===== config.mk =====
export PLATFORM = sky130hd
export DESIGN_NAME = mem_responder
export DESIGN_NICKNAME = d
export VERILOG_FILES = /design/src/rtl/mem_responder.sv
export SDC_FILE = /design/constraint.sdc
export NUM_CORES = 1
export LEC_CHECK = 0
export CORE_MARGIN = 3
export CORE_UTILIZATION = 23
export CTS_BUF_LIST = sky130_fd_sc_hd__clkbuf_2 sky130_fd_sc_hd__clkbuf_4 sky130_fd_sc_hd__clkbuf_8
export DETAILED_ROUTE_END_ITERATION = 7
export GPL_ROUTABILITY_DRIVEN = 0
export SLEW_MARGIN = 20
export SYNTH_ARGS = -nofsm -noshare
export SYNTH_HDL_FRONTEND = slang
export SYNTH_SLANG_ARGS = --single-unit

===== constraint.sdc =====
create_clock -name clk -period 2.5 [get_ports clk]
set_input_delay 0.5 -clock clk [delete_from_list [all_inputs] [get_ports clk]]
set_output_delay 0.5 -clock clk [all_outputs]
set_load 0.02 [all_outputs]

===== src/rtl/mem_responder.sv =====
// mem_responder: memory that zeroes itself, takes a loader stream, then serves a CPU port.
// Define MEM_RESPONDER_PARITY_EN to store and check an even-parity bit per word.
module mem_responder #(
  parameter int ADDR_WIDTH = 6,
  parameter int DATA_WIDTH = 16
) (
  input  logic                  clk,
  input  logic                  rst_n,
  input  logic                  mem_we,
  input  logic [ADDR_WIDTH-1:0] mem_addr,
  input  logic [DATA_WIDTH-1:0] mem_data,
  output logic [DATA_WIDTH-1:0] mem_out,
  input  logic                  ld_valid,
  input  logic [DATA_WIDTH-1:0] ld_data,
  input  logic                  ld_last,
  output logic                  ld_ready,
  output logic                  cpu_rst_n,
  output logic                  par_err
);
  localparam int DEPTH = 2 ** ADDR_WIDTH;
`ifdef MEM_RESPONDER_PARITY_EN
  localparam int MW = DATA_WIDTH + 1;
`else
  localparam int MW = DATA_WIDTH;
`endif
  typedef enum logic [1:0] {S_CLEAR, S_LOAD, S_RUN} state_t;
  state_t                r_state;
  logic [ADDR_WIDTH-1:0] r_clr_ptr, r_ld_ptr;
  logic [MW-1:0]         r_mem [DEPTH];
  logic [DATA_WIDTH-1:0] r_mem_out;
  logic                  r_ld_ready, r_cpu_rst_n;
  logic                  w_we;
  logic [ADDR_WIDTH-1:0] w_waddr;
  logic [DATA_WIDTH-1:0] w_wdata;
  logic [MW-1:0]         w_word, w_rd;
  // One shared write port: the clear sweep, the loader or the CPU owns it by state.
  always_comb begin
    w_we    = r_state == S_CLEAR ? 1'b1      : r_state == S_LOAD ? ld_valid : mem_we;
    w_waddr = r_state == S_CLEAR ? r_clr_ptr : r_state == S_LOAD ? r_ld_ptr : mem_addr;
    w_wdata = r_state == S_CLEAR ? '0        : r_state == S_LOAD ? ld_data  : mem_data;
`ifdef MEM_RESPONDER_PARITY_EN
    w_word  = {^w_wdata, w_wdata};
`else
    w_word  = w_wdata;
`endif
    w_rd    = r_mem[mem_addr];
  end
  always_ff @(posedge clk) if (w_we) r_mem[w_waddr] <= w_word;
`ifdef MEM_RESPONDER_PARITY_EN
  logic r_par_err;
  always_ff @(posedge clk or negedge rst_n) begin
    if (!rst_n) r_par_err <= 1'b0;
    else if (r_state == S_RUN && ^w_rd) r_par_err <= 1'b1;
  end
  assign par_err = r_par_err;
`else
  assign par_err = 1'b0;
`endif
  always_ff @(posedge clk or negedge rst_n) begin
    if (!rst_n) begin
      r_state     <= S_CLEAR;
      r_clr_ptr   <= '0;
      r_ld_ptr    <= '0;
      r_mem_out   <= '0;
      r_ld_ready  <= 1'b0;
      r_cpu_rst_n <= 1'b0;
    end else begin
      r_cpu_rst_n <= r_state == S_RUN;
      r_mem_out   <= r_state == S_RUN ? w_rd[DATA_WIDTH-1:0] : '0;
      case (r_state)
        S_CLEAR: begin
          r_clr_ptr <= r_clr_ptr + 1'b1;
          if (&r_clr_ptr) begin
            r_state    <= S_LOAD;
            r_ld_ready <= 1'b1;
          end
        end
        S_LOAD: if (ld_valid) begin
          if (!(&r_ld_ptr)) r_ld_ptr <= r_ld_ptr + 1'b1;
          if (ld_last || &r_ld_ptr) begin
            r_state    <= S_RUN;
            r_ld_ready <= 1'b0;
          end
        end
        S_RUN: ;
        default: begin
          r_state    <= S_CLEAR;
          r_ld_ready <= 1'b0;
        end
      endcase
    end
  end
  assign mem_out   = r_mem_out;
  assign ld_ready  = r_ld_ready;
  assign cpu_rst_n = r_cpu_rst_n;
endmodule


==> run metrics <==
Avg Inst Size Synth=22.8 µm²; Nets=2219; post-detail-place hpwl=63800 µm; Layout Cells excl Fill=4642; gr usage total=11.4%; largest family of logic cells by synthesized area=multiplexers; Setup Fix Bufs, Post-CTS=0; Skew-Pair Late Insertion Delay=0.81 ns; final setup margin=0.116 ns; post-route clock period utilization=95.4%; Hold WC Path Type=in -> async; Num CTS Buffers=165; Final setup violation count=0; XOR/XNOR share of the synthesized area=0.216%; Gate Count Post-Synth=1780; cell area after synthesis=40600 µm²; die extent in x=426 µm; Synth Area in Simple Gates=1.63%; Synth top area share=75.8%; largest net degree at the start of global routing=65; Synth Area in Compound Gates=2.63%; Placed Cells=4331; flop and latch count out of synthesis=1055; initial antenna violation count=10; Max-slew headroom=37.6%; status=finished, final reports clean; synth top area cells=edfxtp_1 76%, mux4_2 15%, dfrtp_1 1.9%; via count=20050; number of synthesized flops with an enable pin=1024; Final ANT Viol Nets=0; DIE HEIGHT=426 µm; Initial DRC Count=2105; IO buf count=60; number of global-route vias before repair=20395; Post-Route WL=104000 µm; crit-path max FO=9; clock-pin slew on the worst setup and hold paths=0.07 ns; post-synthesis mux area share=16.5%; count of different cell masters after synthesis=47; H-tree depth=4; DRC Markers=0; Crit path arrival time=2.87 ns; maximum VDD drop=356 µV; root buf cell=clkbuf_8; DIE AREA=181000 µm²; sum of negative setup slack=0 ns; TritonCTS clock tree=yes; Leak Pwr=16.1 nW; max-slew violations=0; Data required, critical path=2.98 ns; Initial Utilization=23.2%; Clock Skews=0.0425 ns; Setup crit end kind=flip-flop; Primary FF master, synth=edfxtp_1; max-cap check violation count=0; WHS=0.236 ns; final count of hold timing violations=0; Layout Area Growth over Synthesis=24.0%; fraction of layout cells with a size suffix above 1=37.9%; RSZ-0062 raised after global routing=no; CP Class=reg -> reg; Reg2Reg Setup Slack=0.12 ns; Post-Synth Adder-Cell Area=0.0617%; std cell rows=153; Clock Sinks=1055; syn nets=1825; final core occ=28.8%; Yosys top cell by area=edfxtp_1; fraction of registers with async set/reset=2.94%; Ports=62; PwrDens=833 nW/µm²; Peak Freq=0.419 GHz; first-pass GRT wire length=150000 µm; crit path launch type=flip-flop; global route overflow=0; DR vias/cell=4.32; Clock Path Buffers=3; Seq/Total Area, Yosys=77.7%; CORE AREA=175000 µm²; Worst Max-Slew Pin Slew=0.936 ns; Pre-Repair DR Iteration Count=5; WL/cell=22.5 µm; yosys warns=0; Place WS=-0.222 ns; fin crit period=2.38 ns
[sequential cells by signal (all words and copies together) (netlist names)]
name / flops
r_state: 2
r_ld_ptr: 6
r_mem: 1024
cpu_rst_n: 1
mem_out: 16
r_clr_ptr: 6
[worst max-delay path, stage by stage (launching register included)]
cell and delay (ns):
dfrtp_2 0.49, buf_4 0.19, mux2i_1 0.12, o21ai_1 0.34, buf_4 0.19, nand3_1 0.10
buf_4 0.20, nor2_1 0.25, buf_4 0.20
[cells in the mapped netlist (all sizes together) (6+ instances only)]
cell	number
nand3b	7
mux2i	60
a22oi	16
buf	54
nor2b	6
clkbuf	40
o221ai	26
o2bb2ai	14
a22o	18
a21oi	17
nand4	12
o21a	17
xnor2	7
edfxtp	1024
o21ai	7
nand2	13
dfrtp	31
o22ai	18
mux4	270
nor2	84
[cell usage in the layout, fill, tap and decap left out, types with 13 or more instances in the layout]
cell / netlist / final
buf_12: 0 / 96
edfxtp_1: 1024 / 1024
dlygate4sd2_1: 0 / 16
mux4_2: 270 / 270
clkbuf_8: 0 / 178
nor2_4: 0 / 20
clkinv_2: 0 / 13
clkbuf_4: 0 / 56
mux2i_1: 60 / 60
o21a_1: 17 / 17
dfrtp_1: 31 / 22
o221ai_1: 26 / 26
buf_4: 18 / 164
a21oi_1: 17 / 16
clkdlybuf4s50_1: 0 / 38
a22oi_1: 16 / 16
clkinv_1: 0 / 35
diode_2: 0 / 16
nor2_2: 0 / 23
a22o_2: 0 / 16
o2bb2ai_1: 14 / 14
o22ai_1: 18 / 18
nor2_1: 84 / 41
[area by class of cell]
class	count	area, µm²
Clock buffer	232	2840
Inverter	1	3.75
Timing Repair Buffer	321	3740
Sequential cell	1055	31500
Fill cell	17063	124000
Clock inverter	62	408
Tap cell	2325	2910
Antenna cell	16	40.0
Multi-Input combinational cell	630	8800
[through the flow]
step / area [µm²] / power, W
after detailed placement: 47000 / 0.0281
after global routing: 50300 / 0.0435
after global placement: 47000 / 0.0280
after CTS: 50200 / 0.0423
final: 50300 / 0.0419
after floorplan: 40800 / 0.0248
[path summary, 6_finish.rpt]
kind	depth (start not counted)	start	end
setup / recovery	8	r_state[0]$_DFFE_PN0P_	r_mem[50][4]$_DFFE_PP_
min in group clk	1	r_clr_ptr[5]$_DFFE_PN0P_	r_clr_ptr[5]$_DFFE_PN0P_
max in group asynchronous	3	rst_n	mem_out[3]$_DFF_PN0_
hold / removal	2	rst_n	r_clr_ptr[3]$_DFFE_PN0P_
setup reg to reg	8	r_state[0]$_DFFE_PN0P_	r_mem[50][4]$_DFFE_PP_
hold reg to reg	1	r_clr_ptr[5]$_DFFE_PN0P_	r_clr_ptr[5]$_DFFE_PN0P_
[power by group]
| group | leakage, nW | switching, W | internal, W |
|---|---|---|---|
| Clock | 1.71 | 0.00654 | 0.00774 |
| Sequential | 9.85 | 0.000397 | 0.0213 |
| Combinational | 4.52 | 0.00371 | 0.00221 |
[per-layer routing]
metal / GRT usage, % / vias up / wire [µm]
met1: 15.7 / 10813 / 45400
met3: 1.83 / 130 / 5490
met5: 0 / - / 26
met2: 18.3 / 651 / 50800
met4: 3.73 / 4 / 2500
li1: - / 8452 / -
[kinds of logic (layout without fill, tap and decap cells)]
group | Yosys count | after routing
AOI/OAI and AO/OA | 142 | 142
muxes | 332 | 332
DFF | 1055 | 1055
adders and majority gates | 2 | 2
and+or+nand+nor | 143 | 143
xor gates and xnor gates | 10 | 10
other | 1 | 17
buffers and inverters | 95 | 616
[repair_timing]
item / CTS / global route
hold endpoints to repair: 13 / 0
setup endpoints to repair: 16 / 0
hold buffers: 1 / 0
gates resized for setup: 24 / 0
Power figures use the tool's default switching activity.
